$ cat src/rtl/systolic_pkg.sv
`default_nettype none
// ============================================================================
// Module      : systolic_pkg
// Description : Shared constants for the systolic-array operand feeder.
//               Holds the feeder FSM state encoding, the default geometry
//               parameters and a helper that sizes the skew counter.
// Ports       : none (package)
// Revision    : 1.0 - initial release
// ============================================================================
package systolic_pkg;

  // Feeder FSM state encoding
  localparam logic [1:0] IDLE   = 2'd0;
  localparam logic [1:0] FEED   = 2'd1;
  localparam logic [1:0] DONE_S = 2'd2;

  // Default array geometry
  localparam int DEF_ROWS      = 32;
  localparam int DEF_ROWS_LOG2 = 5;
  localparam int DEF_BWIDTH    = 8;
  localparam int DEF_LEN_W     = 8;

  // Skew counter width: one bit of headroom over K + ROWS so the last
  // diagonal index K+ROWS-2 (and its increment) never wraps.
  function automatic int t_width(input int len_w, input int rows_log2);
    return len_w + rows_log2 + 1;
  endfunction

endpackage
`default_nettype wire

$ cat src/rtl/feeder_row_slice.sv
`default_nettype none
// ============================================================================
// Module      : feeder_row_slice
// Description : One row of the skewed feeder. Decides whether this row is
//               inside its pop window for the current skew index and holds
//               the registered operand / valid presented to the PE array.
// Ports       : clk, rst_n      - clock, async active-low reset
//               state           - feeder FSM state
//               t, k            - skew counter and latched vector length
//               pop             - this row's pop enable (after stall gating)
//               d_in            - this row's FIFO head data
//               need            - row is inside its window this cycle
//               a_out, a_valid  - registered operand and valid
// Revision    : 1.0 - initial release
// ============================================================================
module feeder_row_slice
  import systolic_pkg::*;
#(
  parameter int ROW    = 0,
  parameter int BWIDTH = DEF_BWIDTH,
  parameter int LEN_W  = DEF_LEN_W,
  parameter int TW     = t_width(DEF_LEN_W, DEF_ROWS_LOG2)
) (
  input  logic              clk,
  input  logic              rst_n,
  input  logic [1:0]        state,
  input  logic [TW-1:0]     t,
  input  logic [LEN_W-1:0]  k,
  input  logic              pop,
  input  logic [BWIDTH-1:0] d_in,
  output logic              need,
  output logic [BWIDTH-1:0] a_out,
  output logic              a_valid
);

  localparam logic [TW-1:0] ROW_T = TW'(ROW);

  logic [TW-1:0] w_k_ext;
  logic [TW-1:0] w_win_end;

  assign w_k_ext   = {{(TW-LEN_W){1'b0}}, k};
  assign w_win_end = ROW_T + w_k_ext;

  // Row r is active for skew indices r .. r+K-1
  assign need = (state == FEED) && (t >= ROW_T) && (t < w_win_end);

  // Zero-fill whenever the row does not pop so downstream accumulation
  // sees a neutral operand on idle and stalled cycles.
  always_ff @(posedge clk or negedge rst_n) begin
    if (!rst_n) begin
      a_out   <= '0;
      a_valid <= 1'b0;
    end else if (pop) begin
      a_out   <= d_in;
      a_valid <= 1'b1;
    end else begin
      a_out   <= '0;
      a_valid <= 1'b0;
    end
  end

endmodule
`default_nettype wire

$ cat src/rtl/skew_feeder.sv
`default_nettype none
// ============================================================================
// Module      : skew_feeder
// Description : Reader side of the per-row operand FIFOs feeding a systolic
//               PE array. Pops K operands from each row with a diagonal
//               skew (row r starts r cycles after row 0) and stalls the
//               whole wavefront if any due row is empty.
// Ports       : CLK, RSTn  - clock, async active-low reset
//               START, LEN - command strobe and vector length K
//               IS_EMPTY   - per-row FIFO empty flags
//               D_in       - per-row FIFO head data
//               POPE       - per-row pop enables (combinational)
//               A_out      - registered operands to the PE west edge
//               A_valid    - registered per-row operand valid
//               BUSY, DONE - command in progress / end-of-command pulse
// Revision    : 1.0 - initial release
// ============================================================================
module skew_feeder
  import systolic_pkg::*;
#(
  parameter int ROWS      = DEF_ROWS,
  parameter int ROWS_LOG2 = DEF_ROWS_LOG2,
  parameter int BWIDTH    = DEF_BWIDTH,
  parameter int LEN_W     = DEF_LEN_W
) (
  input  logic                   CLK,
  input  logic                   RSTn,
  input  logic                   START,
  input  logic [LEN_W-1:0]       LEN,
  input  logic [ROWS-1:0]        IS_EMPTY,
  input  logic [ROWS*BWIDTH-1:0] D_in,
  output logic [ROWS-1:0]        POPE,
  output logic [ROWS*BWIDTH-1:0] A_out,
  output logic [ROWS-1:0]        A_valid,
  output logic                   BUSY,
  output logic                   DONE
);

  localparam int TW = t_width(LEN_W, ROWS_LOG2);
  localparam logic [TW-1:0] ROWS_M2 = TW'(ROWS - 2);

  logic [1:0]       r_state;
  logic [TW-1:0]    r_t;
  logic [LEN_W-1:0] r_k;

  logic [ROWS-1:0]  w_need;
  logic             w_stall;
  logic [TW-1:0]    w_last_t;

  // Any due row with an empty FIFO freezes every row, keeping the diagonal
  // alignment intact.
  assign w_stall  = |(w_need & IS_EMPTY);
  assign POPE     = w_need & ~{ROWS{w_stall}};
  assign w_last_t = {{(TW-LEN_W){1'b0}}, r_k} + ROWS_M2;

  assign BUSY = (r_state != IDLE);
  assign DONE = (r_state == DONE_S);

  always_ff @(posedge CLK or negedge RSTn) begin
    if (!RSTn) begin
      r_state <= IDLE;
      r_t     <= '0;
      r_k     <= '0;
    end else begin
      case (r_state)
        IDLE: begin
          if (START) begin
            if (LEN != '0) begin
              r_k     <= LEN;
              r_t     <= '0;
              r_state <= FEED;
            end else begin
              r_state <= DONE_S;
            end
          end
        end
        FEED: begin
          if (!w_stall) begin
            r_t <= r_t + TW'(1);
            if (r_t == w_last_t) begin
              r_state <= DONE_S;
            end
          end
        end
        DONE_S: begin
          r_state <= IDLE;
        end
        default: begin
          r_state <= IDLE;
        end
      endcase
    end
  end

  for (genvar r = 0; r < ROWS; r++) begin : g_row
    feeder_row_slice #(
      .ROW    (r),
      .BWIDTH (BWIDTH),
      .LEN_W  (LEN_W),
      .TW     (TW)
    ) u_slice (
      .clk     (CLK),
      .rst_n   (RSTn),
      .state   (r_state),
      .t       (r_t),
      .k       (r_k),
      .pop     (POPE[r]),
      .d_in    (D_in[r*BWIDTH +: BWIDTH]),
      .need    (w_need[r]),
      .a_out   (A_out[r*BWIDTH +: BWIDTH]),
      .a_valid (A_valid[r])
    );
  end

endmodule
`default_nettype wire

$ cat config.mk
export PLATFORM = sky130hd
export DESIGN_NAME = skew_feeder
export DESIGN_NICKNAME = d
export VERILOG_FILES = /design/src/rtl/systolic_pkg.sv /design/src/rtl/feeder_row_slice.sv /design/src/rtl/skew_feeder.sv
export SDC_FILE = /design/constraint.sdc
export NUM_CORES = 1
export LEC_CHECK = 0
export BUFFER_PORTS_ARGS = -buffer_cell sky130_fd_sc_hd__buf_2
export CAP_MARGIN = 20
export CORE_AREA = 2 2 240 242
export CTS_BUF_LIST = sky130_fd_sc_hd__clkbuf_4 sky130_fd_sc_hd__clkbuf_8
export CTS_CLUSTER_DIAMETER = 100
export DETAILED_ROUTE_END_ITERATION = 16
export DIE_AREA = 0 0 242 244
export SLEW_MARGIN = 10
export SYNTH_ARGS = -nofsm -noshare
export SYNTH_HDL_FRONTEND = slang
export SYNTH_HIERARCHICAL = 1
export SYNTH_SLANG_ARGS = --single-unit
export TNS_END_PERCENT = 100
$ cat constraint.sdc
create_clock -name CLK -period 11.95 [get_ports CLK]
set_input_delay 2.39 -clock CLK [delete_from_list [all_inputs] [get_ports CLK]]
set_output_delay 2.39 -clock CLK [all_outputs]
set_load 0.02 [all_outputs]
==> run_results.csv <==
group,metric,value,unit
synthesis,synth_compound_area_share,11.9,%
detailed_routing,drcViolationCount,0,
placement,gp_congestion,0.970,
synthesis,avgSynthCellArea,10.2,µm²
clock_network,cts_max_path_buffers,3,
synthesis,yosysTopAreaCellShare,37.6,%
sta,finalClockSkew,0.0248,ns
detailed_routing,vias,19200,
global_route,grt_pass1_vias,19900,
cells_and_area,final_cells,3532,
synthesis,synth_xor_xnor_area_share,7.21,%
global_route,grt_use_total,25.2,%
clock_network,htree_levels,2,
power,powerDensity,203,nW/µm²
detailed_routing,drt-total-wl,76700,µm
worst_setup_path,critPathRequiredTime,9.56,ns
placement,portBuffers,620,
die,start_util,37.0,%
clock_network,cts_tree,"yes",
worst_setup_path,cp-end-kind,"primary output",
worst_setup_path,max_stage_delay,0.93,ns
cells_and_area,fill_cells,5283,
detailed_routing,first_pass_iters,5,
worst_setup_path,crit_start,"r_k[3]",
worst_setup_path,crit_arrival,6.35,ns
clock_network,numCtsBuffers,54,
detailed_routing,wl_per_cell,21.7,µm
global_route,grt_overflow,0,
worst_setup_path,worstReg2RegEnd,"r_t[7]",
sta,rsz0062_at_grt,"false",
worst_setup_path,crit_cells,16,
detailed_routing,drt_iter0_markers,1086,
worst_setup_path,worstPathCellList,"buf_4 > and3_1 > and3b_1 > xnor2_1 > ha_1 > a21oi_1 > o311ai_0 > a31oi_1 > o41a_1 > a22oi_1 > nand4_1 > nor3_2 > buf_6 > buf_4 > and3_1 > buf_2",
sta,period_needed,8.74,ns
synthesis,async_reset_ff_share,100,%
cells_and_area,final_util,47.1,%
clock_network,cts_resized,0,
sta,finalMaxSlewViolations,0,
worst_setup_path,start_kind,"flop",
global_route,grt_max_degree,142,
clock_network,clkSinkCount,312,
power,p_leak,14.7,nW
synthesis,syn_nets,2621,
sta,setup-tns-final,0,ns
power,total_power,5.37,mW
clock_network,root_buffer,"clkbuf_8",
sta,tightestPinTransition,1.05,ns
global_route,antenna_found_initial,6,
worst_setup_path,path_class,"reg2out",
global_route,grt_pass1_wl,117000,µm
detailed_routing,routed_via_density,5.42,
cells_and_area,regArea,7840,µm²
worst_setup_path,cp_slowest_cell,"dfrtp_4",
synthesis,ys.flop_type,"dfrtp_1",
cells_and_area,multi_input_area,12500,µm²
sta,setup_viol,0,
sta,clock.fmax,114,MHz
worst_setup_path,reg2reg_slack,5.74,ns
synthesis,synth_edf_count,0,
status,outcome,"finished, final reports clean",
worst_setup_path,endpoint,"POPE[1]",
placement,dp_slack,4.03,ns
die,fp.dieArea,59000,µm²
power,vdd_ir_drop_max,102,µV
die,core.rowCount,87,
synthesis,ys_seq_area_share,37.6,%
clock_network,clk_pin_slew,0.07,ns
placement,hpwlAfterDp,53400,µm
sta,slew_headroom,29.9,%
synthesis,ys_types,84,
synthesis,synth_area_leaders,"dfrtp_1 38%, ha_1 17%, and2_1 7.8%, xor2_1 4.4%, xnor2_1 2.8%",
cells_and_area,drive_gt1_share,30.8,%
synthesis,yosysTopAreaCell,"dfrtp_1",
sta,finalCritPeriodShare,73.1,%
sta,hold_viol,0,
worst_setup_path,worstPathMaxFanout,62,
die,die_x,242,µm
synthesis,muxShareOfSynthArea,0.482,%
synthesis,ys_warn_count,6,
synthesis,yosys_register_bits,312,
flow_run,drv_cap,0,
die,core,56200,µm²
clock_network,postCtsHoldBufs,0,
detailed_routing,ant_nets,0,
placement,dpl.cell_count,3430,
sta,worst_slack,3.21,ns
synthesis,synth_top_family_by_area,"simple AND/OR/NAND/NOR gates",
worst_setup_path,worstReg2RegStart,"r_k[3]",
clock_network,post_cts_buffers,0,
cells_and_area,nNetsFinal,3317,
die,die_y,244,µm
worst_setup_path,r2r_cells,17,
synthesis,yosys.area_share.simple,23.2,%
clock_network,clock_latency,0.63,ns
worst_hold_path,hold_class,"reg2reg",
synthesis,syn_inst,2034,
synthesis,synthAdderAreaFrac,17.3,%
worst_setup_path,path_buf_inv,4,
synthesis,synth_area,20800,µm²
die,ios,621,
worst_setup_path,crit_family,"simple AND/OR/NAND/NOR gates",
cells_and_area,area_growth,27.4,%
## final cells by class
| type | count | area share, % |
|---|---|---|
| flip-flops and latches | 312 | 29.6 |
| multi-input cells | 1599 | 47.3 |
| repair buffers | 654 | 12.8 |
| clock inverters | 25 | 1.45 |
| diodes | 2 | 0.0189 |
| clock buffers | 75 | 3.71 |
| inverters | 109 | 1.55 |
| well taps | 756 | 3.57 |
## cells in the mapped netlist (7+ instances only)
| cell type | count |
|---|---|
| ha_1 | 288 |
| nor2_1 | 42 |
| a21oi_2 | 13 |
| o21ai_0 | 38 |
| o221ai_1 | 12 |
| or4_1 | 10 |
| o2111ai_1 | 22 |
| nand4_1 | 50 |
| o211ai_1 | 8 |
| xor2_1 | 104 |
| nor4_1 | 56 |
| nor4b_1 | 14 |
| nand2_1 | 107 |
| nor3_1 | 29 |
| a211o_1 | 13 |
| and3_1 | 49 |
| mux2_2 | 8 |
| a22oi_1 | 16 |
| nand3_1 | 62 |
| nor4b_2 | 14 |
| and2_1 | 260 |
| nand4b_1 | 7 |
| and4b_1 | 8 |
| a31oi_1 | 9 |
| clkbuf_1 | 11 |
| o21a_1 | 9 |
| a21o_1 | 38 |
| dfrtp_1 | 312 |
| xnor2_1 | 67 |
| a21oi_1 | 103 |
| nand2b_1 | 23 |
| inv_1 | 109 |
## per-stage QoR
| step | hold WS [ns] | area (µm²) |
|---|---|---|
| 2_1_floorplan | 0.905 | 20800 |
| 3_5_place_dp | 0.584 | 25100 |
| 4_1_cts | 0.591 | 26500 |
| 5_1_grt | 0.605 | 26500 |
| 3_3_place_gp | 0.575 | 25100 |
| 6_report | 0.583 | 26500 |
## sequential cells by signal (all words and copies together), names as in the netlist
| name | cells |
|---|---|
| g_row.u_slice/a_valid | 32 |
| r_state | 2 |
| r_k | 8 |
| r_t | 14 |
| g_row.u_slice/a_out | 256 |
## cell usage in the layout (no fill, tap or decap), drive strengths merged, types with 11 or more instances in the layout
cell type	instances
nor2	44
inv	110
nor3	33
nor4	59
nand3	62
clkbuf	75
ha	288
clkinv	12
buf	654
and2	261
o221ai	14
a211o	13
xnor2	67
o21ai	43
a22oi	16
or4	14
a21o	39
o211ai	11
a21oi	117
nor4b	28
and3	50
xor2	104
o2111ai	23
dfrtp	312
nand2b	27
nand4	50
nand2	107
## worst register-to-register path: stages (launching register included)
cell and delay [ns]:
dfrtp_4 0.93, buf_4 0.65, and3_1 0.29, and3b_1 0.18, xnor2_1 0.08, ha_1 0.34
a21oi_1 0.07, o311ai_0 0.28, a31oi_1 0.08, o41a_1 0.15, a22oi_1 0.38, nand4_1 0.17
nor3_2 0.67, buf_6 0.25, buf_4 0.29, nand3_1 0.50, or4_1 0.65, a21oi_1 0.15
## worst min path at each step
| stage | from | to | slack, ns | depth (start not counted) |
|---|---|---|---|---|
| global route | r_state[0] | r_state[1] | 0.61 | 2 |
| finish | r_state[0] | r_state[1] | 0.58 | 2 |
| CTS | r_state[0] | r_state[1] | 0.59 | 2 |
| detailed placement | r_state[0] | r_state[1] | 0.58 | 2 |
| global placement | r_state[0] | r_state[1] | 0.58 | 2 |
| floorplan | r_state[0] | r_state[1] | 0.90 | 2 |
## kinds of logic after synthesis
family / Yosys count
simple gates: 788
mux: 9
buf+inv: 123
fa+ha+maj: 288
compound gates: 343
xor+xnor: 171
flops: 312
## power by group
part           internal [mW]  switching, mW  total, mW
Sequential              1.13          0.255       1.38
Clock                  0.734          0.460       1.19
Combinational           1.13           1.66       2.79
## layer usage
layer / GRT usage [%] / part of all wire (%) / wire (µm)
met1: 30.2 / 39 / 30200
met5: 0 / 0 / 0
met2: 44.1 / 50 / 38500
met3: 3.82 / 5.8 / 4420
met4: 12.4 / 4.7 / 3590
Power figures use the tool's default switching activity.
